--- src/rtl/moving_average_filter_pkg.sv ---
// Shared types and helpers for the moving-average filter stage.
// Defines the window state encoding and the parameter-derived widths.
package filtro_pkg;

    typedef enum logic [1:0] {
        VAZIO,
        ENCHENDO,
        CHEIO
    } estado_t;

    localparam int unsigned LOG2_JANELA_MIN = 0;
    localparam int unsigned LOG2_JANELA_MAX = 4;

    // Running sum of N samples needs log2(N) extra bits to never overflow.
    function automatic int unsigned largura_soma(input int unsigned dw, input int unsigned l2);
        return dw + l2;
    endfunction

    // A one-entry window still needs a 1-bit pointer to index the buffer.
    function automatic int unsigned largura_ptr(input int unsigned l2);
        return (l2 > 0) ? l2 : 1;
    endfunction

endpackage

--- src/rtl/moving_average_filter_if.sv ---
// Sample-in / average-out bus of the moving-average stage.
// The master drives samples and clear; the slave (the filter) returns the average.
interface moving_average_filter_if #(
    parameter int unsigned DATA_WIDTH = 8
);

    logic [DATA_WIDTH-1:0] i_dado;
    logic                  i_dado_valido;
    logic                  i_limpar;
    logic [DATA_WIDTH-1:0] o_media;
    logic                  o_media_valida;
    logic                  o_janela_cheia;

    modport master (
        output i_dado,
        output i_dado_valido,
        output i_limpar,
        input  o_media,
        input  o_media_valida,
        input  o_janela_cheia
    );

    modport slave (
        input  i_dado,
        input  i_dado_valido,
        input  i_limpar,
        output o_media,
        output o_media_valida,
        output o_janela_cheia
    );

endinterface

--- src/rtl/moving_average_filter_janela_circular.sv ---
// Circular buffer holding the last 2^LOG2_JANELA samples.
// Exposes the entry about to be overwritten so the sum can retire it.
module janela_circular
    import filtro_pkg::*;
#(
    parameter int unsigned DATA_WIDTH  = 8,
    parameter int unsigned LOG2_JANELA = 2
) (
    input  logic                  clk_fpga,
    input  logic                  reset_n,
    input  logic                  escrever,
    input  logic                  limpar,
    input  logic [DATA_WIDTH-1:0] dado,
    output logic [DATA_WIDTH-1:0] mais_antigo
);

    localparam int unsigned N    = 1 << LOG2_JANELA;
    localparam int unsigned PtrW = largura_ptr(LOG2_JANELA);

    logic [DATA_WIDTH-1:0] mem_q [N];
    logic [PtrW-1:0]       ptr_q;
    logic [PtrW-1:0]       ptr_d;

    always_comb begin
        ptr_d = (ptr_q == PtrW'(N - 1)) ? '0 : ptr_q + 1'b1;
    end

    always_ff @(posedge clk_fpga or negedge reset_n) begin
        if (!reset_n) begin
            ptr_q <= '0;
            for (int i = 0; i < int'(N); i++) begin
                mem_q[i] <= '0;
            end
        end else if (limpar) begin
            ptr_q <= '0;
            for (int i = 0; i < int'(N); i++) begin
                mem_q[i] <= '0;
            end
        end else if (escrever) begin
            mem_q[ptr_q] <= dado;
            ptr_q        <= ptr_d;
        end
    end

    assign mais_antigo = mem_q[ptr_q];

endmodule

--- src/rtl/moving_average_filter.sv ---
// Streaming moving average over the last 2^LOG2_JANELA samples.
// Stage 1 updates window, sum and fill state; stage 2 registers the average.
module moving_average_filter
    import filtro_pkg::*;
#(
    parameter int unsigned DATA_WIDTH  = 8,
    parameter int unsigned LOG2_JANELA = 2
) (
    input  logic                    clk_fpga,
    input  logic                    reset_n,
    moving_average_filter_if.slave  bus
);

    localparam int unsigned N     = 1 << LOG2_JANELA;
    localparam int unsigned SomaW = largura_soma(DATA_WIDTH, LOG2_JANELA);
    localparam int unsigned CntW  = LOG2_JANELA + 1;

    if (LOG2_JANELA > LOG2_JANELA_MAX) begin : g_log2_janela_invalido
        $error("moving_average_filter: LOG2_JANELA must lie in 0..4");
    end

    logic [SomaW-1:0]      soma_q;
    logic [SomaW-1:0]      soma_d;
    logic [CntW-1:0]       cnt_q;
    logic [CntW-1:0]       cnt_d;
    estado_t               estado_q;
    estado_t               estado_d;
    logic                  s1_valido_q;
    logic                  aceita;
    logic [DATA_WIDTH-1:0] mais_antigo;

    // Clear wins over a simultaneous sample, which is dropped.
    assign aceita = bus.i_dado_valido & ~bus.i_limpar;

    janela_circular #(
        .DATA_WIDTH  (DATA_WIDTH),
        .LOG2_JANELA (LOG2_JANELA)
    ) u_janela (
        .clk_fpga    (clk_fpga),
        .reset_n     (reset_n),
        .escrever    (aceita),
        .limpar      (bus.i_limpar),
        .dado        (bus.i_dado),
        .mais_antigo (mais_antigo)
    );

    always_comb begin
        soma_d   = soma_q + SomaW'(bus.i_dado) - SomaW'(mais_antigo);
        cnt_d    = (cnt_q == CntW'(N)) ? cnt_q : cnt_q + 1'b1;
        estado_d = (cnt_d == CntW'(N)) ? CHEIO : ENCHENDO;
    end

    always_ff @(posedge clk_fpga or negedge reset_n) begin
        if (!reset_n) begin
            soma_q      <= '0;
            cnt_q       <= '0;
            estado_q    <= VAZIO;
            s1_valido_q <= 1'b0;
        end else if (bus.i_limpar) begin
            soma_q      <= '0;
            cnt_q       <= '0;
            estado_q    <= VAZIO;
            s1_valido_q <= 1'b0;
        end else begin
            s1_valido_q <= bus.i_dado_valido;
            if (bus.i_dado_valido) begin
                soma_q <= soma_d;
                cnt_q  <= cnt_d;
                unique case (estado_q)
                    VAZIO:    estado_q <= (N == 1) ? CHEIO : ENCHENDO;
                    ENCHENDO: estado_q <= estado_d;
                    CHEIO:    estado_q <= CHEIO;
                    default:  estado_q <= VAZIO;
                endcase
            end
        end
    end

    always_ff @(posedge clk_fpga or negedge reset_n) begin
        if (!reset_n) begin
            bus.o_media        <= '0;
            bus.o_media_valida <= 1'b0;
            bus.o_janela_cheia <= 1'b0;
        end else if (bus.i_limpar) begin
            bus.o_media        <= '0;
            bus.o_media_valida <= 1'b0;
            bus.o_janela_cheia <= 1'b0;
        end else begin
            bus.o_media_valida <= s1_valido_q;
            if (s1_valido_q) begin
                // Divide by N: keep the top DATA_WIDTH bits of the sum.
                bus.o_media        <= soma_q[SomaW-1 -: DATA_WIDTH];
                bus.o_janela_cheia <= (estado_q == CHEIO);
            end
        end
    end

endmodule

--- src/flat_wrapper.sv ---
// flat-port wrapper written by rule: the top's interface ports become plain ports
module moving_average_filter_flat import filtro_pkg::*;
#(
    parameter int unsigned DATA_WIDTH  = 8,
    parameter int unsigned LOG2_JANELA = 2
)
  (clk_fpga, reset_n, bus_i_dado, bus_i_dado_valido, bus_i_limpar, bus_o_media, bus_o_media_valida, bus_o_janela_cheia);
  moving_average_filter_if #(.DATA_WIDTH(DATA_WIDTH)) bus_i ();
  input  logic clk_fpga;
  input  logic reset_n;
  input wire logic [$bits(bus_i.i_dado)-1:0] bus_i_dado;
  input wire logic [$bits(bus_i.i_dado_valido)-1:0] bus_i_dado_valido;
  input wire logic [$bits(bus_i.i_limpar)-1:0] bus_i_limpar;
  output wire logic [$bits(bus_i.o_media)-1:0] bus_o_media;
  output wire logic [$bits(bus_i.o_media_valida)-1:0] bus_o_media_valida;
  output wire logic [$bits(bus_i.o_janela_cheia)-1:0] bus_o_janela_cheia;
  assign bus_i.i_dado = bus_i_dado;
  assign bus_i.i_dado_valido = bus_i_dado_valido;
  assign bus_i.i_limpar = bus_i_limpar;
  assign bus_o_media = bus_i.o_media;
  assign bus_o_media_valida = bus_i.o_media_valida;
  assign bus_o_janela_cheia = bus_i.o_janela_cheia;
  moving_average_filter #(.DATA_WIDTH(DATA_WIDTH), .LOG2_JANELA(LOG2_JANELA)) u_core (.clk_fpga(clk_fpga), .reset_n(reset_n), .bus(bus_i));
endmodule
--- config.mk ---
export PLATFORM = sky130hd
export DESIGN_NAME = moving_average_filter_flat
export DESIGN_NICKNAME = d
export VERILOG_FILES = /design/src/rtl/moving_average_filter_pkg.sv /design/src/rtl/moving_average_filter_if.sv /design/src/rtl/moving_average_filter_janela_circular.sv /design/src/rtl/moving_average_filter.sv /design/src/flat_wrapper.sv
export SDC_FILE = /design/constraint.sdc
export NUM_CORES = 1
export LEC_CHECK = 0
export CORE_ASPECT_RATIO = 0.8
export CORE_MARGIN = 2
export CORE_UTILIZATION = 54
export CTS_CLUSTER_DIAMETER = 150
export DETAILED_ROUTE_END_ITERATION = 7
export GPL_ROUTABILITY_DRIVEN = 1
export GPL_TIMING_DRIVEN = 1
export HOLD_SLACK_MARGIN = 0.12
export PLACE_DENSITY_LB_ADDON = 0.25
export SLEW_MARGIN = 40
export SYNTH_ARGS = -nofsm -noshare
export SYNTH_HDL_FRONTEND = slang
export SYNTH_SLANG_ARGS = --single-unit
--- constraint.sdc ---
create_clock -name clk_fpga -period 3.5 [get_ports clk_fpga]
set_input_delay 0.35 -clock clk_fpga [delete_from_list [all_inputs] [get_ports clk_fpga]]
set_output_delay 0.35 -clock clk_fpga [all_outputs]
set_load 0.02 [all_outputs]
Yosys cells after proc, flatten, opt, wreduce, memory -nomap -nowiden
Index checks and enable logic that the tools add are counted.
- bits in registers: 60
- output and inout bits: 10
- logic and storage cells: 57
- add/sub/neg operators: 4
- magnitude comparators: 2
- equal/unequal tests: 5
- multiplexer cells: 26
- bitwise operators: 3
- reduce and logical (&&, ||, !) cells: 5
- operators with widths (kind ; number):
    $mux 32 ; 2
    $mux 8 ; 5
    $bwmux 32 ; 1
    $mux 10 ; 2
    $bmux 8 s2 ; 1
    $demux 8 s2 ; 1
    $mux 2 ; 6
    $add 10x8->10 ; 1
    $sub 10x8->10 ; 1
    $mux 3 ; 3
    $eq 3x3->1 const B ; 2
    $pmux 2 s3 ; 1
    $reduce_bool 2->1 ; 3
    $eq 2x2->1 const B ; 2
    $mux 1 ; 4
    $add 3x1->3 const B ; 1
    $ge 3x3->1 const B ; 1
    $lt 3x1->1 const B ; 1
    $not 2->3 ; 1
    $add 2x1->2 const B ; 1
    $eq 2x1->1 const B ; 1
    $logic_not 2->1 ; 1
    $and 1x1->1 ; 1
    $logic_and 1x1->1 ; 1
    $not 1->1 ; 1

Longest topological paths before layout
Gate-level depths: netlist (run 1).
- depth after elaboration: 8
- mapped depth: 11
- mapped depth without buffers: 10

By module
From an unflattened synthesis (run 1), not the netlist that was laid out.
- cells, all modules: 370
- area, all modules: 3777.4 um^2
- by module, submodules not included (module ; times used ; cells each ; area an instance (um^2) ; seq. area each (um^2)):
    janela_circular ; 1 ; 169 ; 1901.8 ; 850.8
    moving_average_filter ; 1 ; 201 ; 1875.5 ; 650.6

Worst setup path before layout (run 1)
No wires, ideal clock.
- path kind: reg-to-reg
- from: register u_core.u_janela.ptr_q[0]
- to: register u_core.soma_q[8]
- setup time: 69 ps
- data arrival time: 3265 ps
- data required time: 3431 ps
- path slack: 166 ps
- stages on the path, launching flop included: 11
- buffers on the path: 1
- clock period less this slack: 3334 ps
- cell sequence: dfrtp_1 -> buf_2 -> mux4_2 -> fa_1 -> inv_1 -> fa_1 -> a21oi_2 -> o21ai_1 -> or4_4 -> a2111o_1 -> nand3_1
- longest elaborated chain between the ends: 7
- RTL lines (what ; RTL line ; text):
    from (decl) ; moving_average_filter_janela_circular.sv:21 ; logic [PtrW-1:0] ptr_q;
    from (signal assigned) ; moving_average_filter_janela_circular.sv:41 ; ptr_q <= ptr_d;
    $not 2->3 (not written as such) ; moving_average_filter_janela_circular.sv:45 ; assign mais_antigo = mem_q[ptr_q];
    $bmux 8 s2 ; moving_average_filter_janela_circular.sv:45 ;
    $mux 8 (not written as such) (2 in a row) ; moving_average_filter_janela_circular.sv:45 ;
    $sub 10x8->10 ; moving_average_filter.sv:48 ; soma_d = soma_q + SomaW'(bus.i_dado) - SomaW'(mais_antigo);
    $mux 10 ; moving_average_filter.sv:66 ; if (bus.i_dado_valido) begin
    $mux 10 ; moving_average_filter.sv:59 ; end else if (bus.i_limpar) begin
    to (signal assigned) ; moving_average_filter.sv:67 ; soma_q <= soma_d;
    to (decl) ; moving_average_filter.sv:22 ; logic [SomaW-1:0] soma_q;
No other way between the ends. The select of a mux whose other input is x is not followed.
A chain may end at the register's enable or synchronous reset.

Worst setup path in the final report (run 1)
Same ends and word-level chain as after synthesis.

==> metrics.log, run 1 <==
[metrics] result of the run: completed
[metrics] Post-Syn Area per Cell: 9.337 µm²
[metrics] Root Buffer: sky130_fd_sc_hd__clkbuf_8
[metrics] met1 usage: 34.05%
[metrics] Worst IR Drop VDD: slightly below 0.0004 V
[metrics] synthesized net count: a little over 400
[metrics] vias per inst: ~5.8
[metrics] post-synthesis instance area: around 3500 µm²
[metrics] share of the clock period used by the worst path: 93.26%
[metrics] remaining number of nets flagged by the antenna check after routing: 0
[metrics] maximum clock rate: 306.4 MHz
[metrics] # fillers: roughly 540
[metrics] count of flip-flops with a built-in enable after synthesis: 0
[metrics] area added between synthesis and finish: 14.89%
[metrics] sum of negative setup slack: 0 ns
[metrics] H-tree depth: 3
[metrics] buffer depth of the longest clock path: 2
[metrics] share of flip-flops with an asynchronous set or reset: between 90% and 100%
[metrics] initial antenna violation count: 0
[metrics] most utilized layer in the global route result: met2
[metrics] total half-perimeter wirelength after legalization and detailed placement: 5.447 mm
[metrics] Total GRT Usage: between 20% and 30%
[metrics] Synth Instances: 370
[metrics] critical path data required time: about 3.8 ns
[metrics] flip-flop and latch count after synthesis: 60
[metrics] CTS tree: done
[metrics] Least-Margin Pin Slew: just under 0.7 ns
[metrics] chip height: ~76 µm
[metrics] category of the critical setup timing path: reg -> reg
[metrics] most common cell in the synthesized netlist: sky130_fd_sc_hd__dfrtp_1
[metrics] leftover overflow at the end of global routing: 0
[metrics] setup repair after global routing missed its margin: no
[metrics] total count of hold-check failures in the final report: 0
[metrics] minimum period implied by the final worst setup slack: 3.264 ns
[metrics] # IOs: 22
[metrics] Remaining DRCs: 0
[metrics] total vias in the final route: 2,780
[metrics] capturing element type of the critical path: register
[metrics] count of buffers inserted at the top-level ports: 21
[metrics] cell accounting for the most synthesized area: sky130_fd_sc_hd__dfrtp_1
[metrics] Num CTS Buffers: 9
[metrics] sequential share of the synthesized area: a little over two fifths
[metrics] Cell Pwr Density: 601.4 nW/µm²
[metrics] Std-Cell Core Area: 6279 µm²
[metrics] final std cell area, no fill: about 4000 µm²
[metrics] clock-pin slew of the registers on the worst-case setup and hold paths: 0.07 ns
[metrics] DRT Pass-1 Iters: 4
[metrics] postcts setup bufs: 0
[metrics] dominant register cell in the synthesized netlist: sky130_fd_sc_hd__dfrtp_1
[metrics] number of cell rows: 26
[metrics] share of layout cells above drive strength 1: approximately a tenth
[metrics] Setup crit start kind: register
[metrics] vias in the first global route: 2,609
[metrics] GR Util met2: 37.17%
[metrics] Total Routed Length: 7.809 mm
[metrics] die boundary width: roughly 93 µm
[metrics] total die area: 7057 µm²
[metrics] Final Hold Slack: roughly 0.5 ns
[metrics] final net count: 424
[metrics] leakage power figure: 1.769 nW
[metrics] largest net degree at the start of global routing: 39
[metrics] dominant cells by area after synthesis: sky130_fd_sc_hd__dfrtp_1 43%, sky130_fd_sc_hd__a21oi_1 6.4%, sky130_fd_sc_hd__ha_1 5.8%, sky130_fd_sc_hd__nand3_1 5.5%, sky130_fd_sc_hd__mux4_2 5.2%
[metrics] leading post-synthesis cells by instance count: 60 x sky130_fd_sc_hd__dfrtp_1, 46 x sky130_fd_sc_hd__nand2_1, 44 x sky130_fd_sc_hd__a21oi_1
[metrics] worst rel slew slack: a little over half
[metrics] final setup violating endpoints: 0
[metrics] routability cong.: 0.8959
[metrics] Placed Instance Area: 3722 µm²
[metrics] distinct cell type count after synthesis: 43
[metrics] Initial Util: 55.02%
[metrics] first-pass GRT wire length: 12.92 mm
[metrics] n_diodes: 0
[metrics] worst clock skew: 0.007539 ns
[metrics] CTS sink count: 60
[metrics] Iter 0 DRT Violations: 203
[metrics] classification of the worst-slack hold path: in -> async
[metrics] Pins Over Slew Limit: 0
[metrics] Routed wire per std cell: 16.37 µm
[metrics] worst-skew pair later-pin latency: 0.35 ns
[metrics] Crit Path Max Fanout: 5
[metrics] share of the synthesized area in the top cell type: 43.46%
[metrics] reported max-cap violation count: 0
[metrics] data arrival time of the critical path: about 3.6 ns
[metrics] met3 demand-to-capacity share in global routing: roughly 8.2%
[metrics] Synth Warn #: 0
kinds of logic after synthesis:
family                   after synthesis  share of synthesized area (%)
multiplexers                          21                          9.019
adder cells (fa/ha/maj)               24                          10.43
XOR/XNOR                               3                         0.7607
AND/OR/NAND/NOR                      128                          17.10
AO/OA/AOI/OAI                         72                          12.46
buffers and inverters                 62                          6.773
flip-flops                            60                          43.46
cell type report:
cell class	instances	area, µm²	area share [%]
timing repair buffer	28	252.7	6.368
tap	84	105.1	2.648
clock buffer	12	165.2	4.161
sequential	60	1503	37.86
inverter	41	153.9	3.878
multi-input combinational	248	1719	43.32
clock inverter	4	70.07	1.765
timing repair:
item                                    4_1_cts  5_1_grt
resized for setup                             0        1
endpoints found under the setup margin        0        1
hold buffers                                  1        0
hold endpoints to repair                     37        0
state kept, by name (all words and copies together) (netlist names):
| register | cells |
|---|---|
| u_core.u_janela.mem_q | 32 |
| u_core.soma_q | 10 |
| u_core.bus.o_media | 8 |
| u_core.cnt_q | 3 |
| u_core.estado_q | 2 |
| u_core.u_janela.ptr_q | 2 |
| u_core.bus.o_janela_cheia | 1 |
| u_core.bus.o_media_valida | 1 |
| u_core.s1_valido_q | 1 |
path summary, 6_finish.rpt:
check	from	to	slack [ns]	cells past startpoint
worst max-delay path	u_core.u_janela.ptr_q[0]	u_core.soma_q[8]	0.24	9
worst min-delay path	reset_n	u_core.cnt_q[1]	0.51	2
worst max register to register	u_core.u_janela.ptr_q[0]	u_core.soma_q[8]	0.24	9
worst min register to register	u_core.bus.o_media[3]	u_core.bus.o_media[3]	0.52	2
max in group asynchronous	reset_n	u_core.bus.o_media_valida	2.29	3
min in group clk_fpga	u_core.bus.o_media[3]	u_core.bus.o_media[3]	0.52	2
cell usage in the layout (no fill, tap or decap), types with 12 or more instances in the layout:
| master | count |
|---|---|
| sky130_fd_sc_hd__clkbuf_8 | 12 |
| sky130_fd_sc_hd__a21oi_1 | 44 |
| sky130_fd_sc_hd__nand2_1 | 46 |
| sky130_fd_sc_hd__inv_1 | 41 |
| sky130_fd_sc_hd__mux2i_1 | 12 |
| sky130_fd_sc_hd__dfrtp_1 | 59 |
| sky130_fd_sc_hd__nor2_1 | 24 |
| sky130_fd_sc_hd__clkdlybuf4s50_1 | 18 |
| sky130_fd_sc_hd__ha_1 | 16 |
| sky130_fd_sc_hd__nand3_1 | 38 |
stage by stage:
stage | instances | setup slack [ns] | total power [mW] | utilization (%)
global route | 477 | 0.08348 | 2.547 | 63.21
global placement | 460 | 0.2333 | 1.622 | 59.25
floorplan | 370 | 0.1659 | 1.430 | -
CTS | 477 | 0.1427 | 2.397 | 63.19
finish | 477 | 0.2360 | 2.387 | 63.21
detailed placement | 460 | 0.1697 | 1.648 | 59.29
report_power, final:
part | internal, mW | switching [mW] | leakage, nW
clock | 0.457 | 0.279 | 0.122
sequential | 0.762 | 0.0593 | 0.817
combinational | 0.341 | 0.488 | 0.830
worst max-delay path: stages, from the launching register on:
cell and delay, ns:
sky130_fd_sc_hd__dfrtp_2 0.44, sky130_fd_sc_hd__mux4_2 0.53, sky130_fd_sc_hd__fa_1 0.50, sky130_fd_sc_hd__inv_1 0.07
sky130_fd_sc_hd__fa_1 0.50, sky130_fd_sc_hd__a21oi_2 0.19, sky130_fd_sc_hd__o21ai_1 0.11, sky130_fd_sc_hd__or4_4 0.42
sky130_fd_sc_hd__a2111o_1 0.37, sky130_fd_sc_hd__nand3_1 0.07
per-layer routing:
| metal | up-vias | wire, µm |
|---|---|---|
| li1 | 1309 | - |
| met1 | 1364 | 3605 |
| met2 | 98 | 3613 |
| met3 | 9 | 508 |
| met4 | 0 | 82 |
| met5 | - | 0 |
Power figures use the tool's default switching activity.
==> run 2: changes to the inputs <==
- CORE_UTILIZATION: 54 -> 40
- GPL_TIMING_DRIVEN: 1 -> not set
==> run 2 against run 1 <==
Effect of this change:
- cell count increased by 5.2%
- utilization decreased by 16 points
- die area increased by 33%
- routed wire length decreased by 1.4%
- sequential share of layout area increased by 0.15 points
- first-iteration DRC count decreased by 17%
- flip-flop and latch count unchanged
==> metrics.log, run 2 (synthesis results as in run 1) <==
[metrics] result of the run: completed
[metrics] count of buffers inserted at the top-level ports: 21
[metrics] largest stage delay on the critical path: between 0.5 and 0.6 ns
[metrics] postcts setup bufs: 0
[metrics] total half-perimeter wirelength after legalization and detailed placement: between 5 and 6 mm
[metrics] leakage power figure: 1.742 nW
[metrics] reported max-cap violation count: 0
[metrics] CTS tree: done
[metrics] Initial Util: between 40% and 50%
[metrics] Setup crit start kind: register
[metrics] share of the clock period used by the worst path: 92.79%
[metrics] P_int: around 1.5 mW
[metrics] reg2reg setup slack: 0.25 ns
[metrics] Cell Pwr Density: 571.7 nW/µm²
[metrics] maximum clock rate: 307.9 MHz
[metrics] area taken by multi-input logic gates: 1719 µm²
[metrics] data arrival time of the critical path: about 3.5 ns
[metrics] leftover overflow at the end of global routing: 0
[metrics] chip height: 87.12 µm
[metrics] sum of negative setup slack: 0 ns
[metrics] Iter 0 DRT Violations: 169
[metrics] post-cts sizing count: 0
[metrics] biggest registers after layout: u_core.u_janela.mem_q x32, u_core.soma_q x10, u_core.bus.o_media x8
[metrics] # IOs: 22
[metrics] Total Routed Length: 7.703 mm
[metrics] classification of the worst-slack hold path: in -> async
[metrics] CP Cell Sequence: mux4_2 > fa_1 > inv_1 > fa_1 > a21oi_2 > o21ai_1 > or4_4 > a2111o_1 > nand3_1
[metrics] worst rel slew slack: a little under half
[metrics] Num CTS Buffers: 9
[metrics] Std-Cell Core Area: about 8400 µm²
[metrics] Root Buffer: sky130_fd_sc_hd__clkbuf_8
[metrics] most common cell after layout, fill and taps aside: sky130_fd_sc_hd__dfrtp_1
[metrics] clock-pin slew of the registers on the worst-case setup and hold paths: 0.07 ns
[metrics] remaining number of nets flagged by the antenna check after routing: 0
[metrics] die boundary width: 107.9 µm
[metrics] count of placed standard cells including taps: 487
[metrics] worst-skew pair later-pin latency: 0.34 ns
[metrics] Pins Over Slew Limit: 0
[metrics] total vias in the final route: 2,701
[metrics] combined flip-flop and latch cell area: approximately 1500 µm²
[metrics] total count of hold-check failures in the final report: 0
[metrics] dpl ws: about 0.19 ns
[metrics] # fillers: 848
[metrics] CTS sink count: 60
[metrics] area added between synthesis and finish: 14.34%
[metrics] final setup violating endpoints: 0
[metrics] largest net degree at the start of global routing: between 40 and 50
[metrics] minimum period implied by the final worst setup slack: 3.248 ns
[metrics] Non-Filler Instances: 502
[metrics] vias per inst: 5.380
[metrics] routability cong.: roughly 0.89
[metrics] final net count: around 420
[metrics] Remaining DRCs: 0
[metrics] Final Hold Slack: 0.4952 ns
[metrics] critical path data required time: 3.77 ns
[metrics] H-tree depth: 3
[metrics] Worst Slack Setup Final: 0.2523 ns
[metrics] CP max stage cell: sky130_fd_sc_hd__mux4_2
[metrics] buffer depth of the longest clock path: 2
[metrics] number of cell rows: 30
[metrics] first-pass GRT wire length: 13.27 mm
[metrics] category of the critical setup timing path: reg -> reg
[metrics] clock network power share: 27.8%
[metrics] Final Power: approximately 2.3 mW
[metrics] setup repair after global routing missed its margin: no
[metrics] initial antenna violation count: 0
[metrics] Total GRT Usage: roughly 18%
[metrics] post-layout util: ~47%
[metrics] n_diodes: 0
[metrics] share of layout cells above drive strength 1: 8.462%
[metrics] most used cells in the layout excluding fill and tap cells: 60 x sky130_fd_sc_hd__dfrtp_1, 46 x sky130_fd_sc_hd__nand2_1, 44 x sky130_fd_sc_hd__a21oi_1
[metrics] flip-flop count of the largest register, all copies and words added: 32
[metrics] final std cell area, no fill: 3950 µm²
[metrics] Least-Margin Pin Slew: approximately 0.82 ns
[metrics] vias in the first global route: 2,685
[metrics] Worst IR Drop VDD: 0.0002351 V
[metrics] worst clock skew: 0.009549 ns
[metrics] Crit Path Max Fanout: 4
[metrics] register bank with the most flops: u_core.u_janela.mem_q
[metrics] Placed Instance Area: 3747 µm²
[metrics] Routed wire per std cell: between 15 and 20 µm
[metrics] relative contribution of combinational cells to total power: 35.9%
[metrics] total die area: 9400 µm²
[metrics] hold_buf cts: 1
[metrics] DRT Pass-1 Iters: 4
[metrics] Flop pwr share: roughly 36%
[metrics] switching power: 0.7991 mW
[metrics] most prevalent standard cell on the critical path: sky130_fd_sc_hd__fa_1
[metrics] capturing element type of the critical path: register
[metrics] Sw Ratio: 35.38%
run 2: worst max-delay path: cells and delay by family (launching register included):
family | cells | cell delay, ns
adder cells (fa/ha/maj) | 2 | 0.98
AO/OA/AOI/OAI | 3 | 0.65
multiplexers | 1 | 0.54
AND/OR/NAND/NOR | 2 | 0.48
flip-flops | 1 | 0.45
buffers and inverters | 1 | 0.07
run 2: final cells by class:
cell class / instances / share of cell area [%]
flip-flops and latches: 60 / 38.01
multi-input cells: 248 / 43.52
clock buffers: 12 / 3.928
well taps: 112 / 3.548
clock inverters: 2 / 0.8869
repair buffers: 27 / 6.208
inverters: 41 / 3.896
run 2: worst paths after layout:
| kind | from | depth (start not counted) | endpoint |
|---|---|---|---|
| min in group clk_fpga | bus_i_limpar | 2 | u_core.bus.o_media[6] |
| worst max register to register | u_core.u_janela.ptr_q[0] | 9 | u_core.soma_q[8] |
| worst min register to register | u_core.bus.o_media[4] | 2 | u_core.bus.o_media[4] |
| worst max-delay path | u_core.u_janela.ptr_q[0] | 9 | u_core.soma_q[8] |
| max in group asynchronous | reset_n | 3 | u_core.u_janela.mem_q[3] |
| worst min-delay path | reset_n | 2 | u_core.bus.o_media[6] |
run 2: routing by layer:
metal / wire length, µm / GRT usage, %
met1: 3703 / 26.42
met4: 118 / 6.294
met5: 0 / 0
met3: 412 / 5.086
met2: 3468 / 26.87
run 2: power groups by stage:
| stage | Sequential, mW | Clock (mW) | Combinational [mW] |
|---|---|---|---|
| 2_1_floorplan | 0.821 | 0 | 0.609 |
| 3_3_place_gp | 0.832 | 0 | 0.794 |
| 3_5_place_dp | 0.833 | 0 | 0.806 |
| 4_1_cts | 0.820 | 0.642 | 0.814 |
| 5_1_grt | 0.832 | 0.669 | 0.922 |
| 6_report | 0.819 | 0.628 | 0.811 |
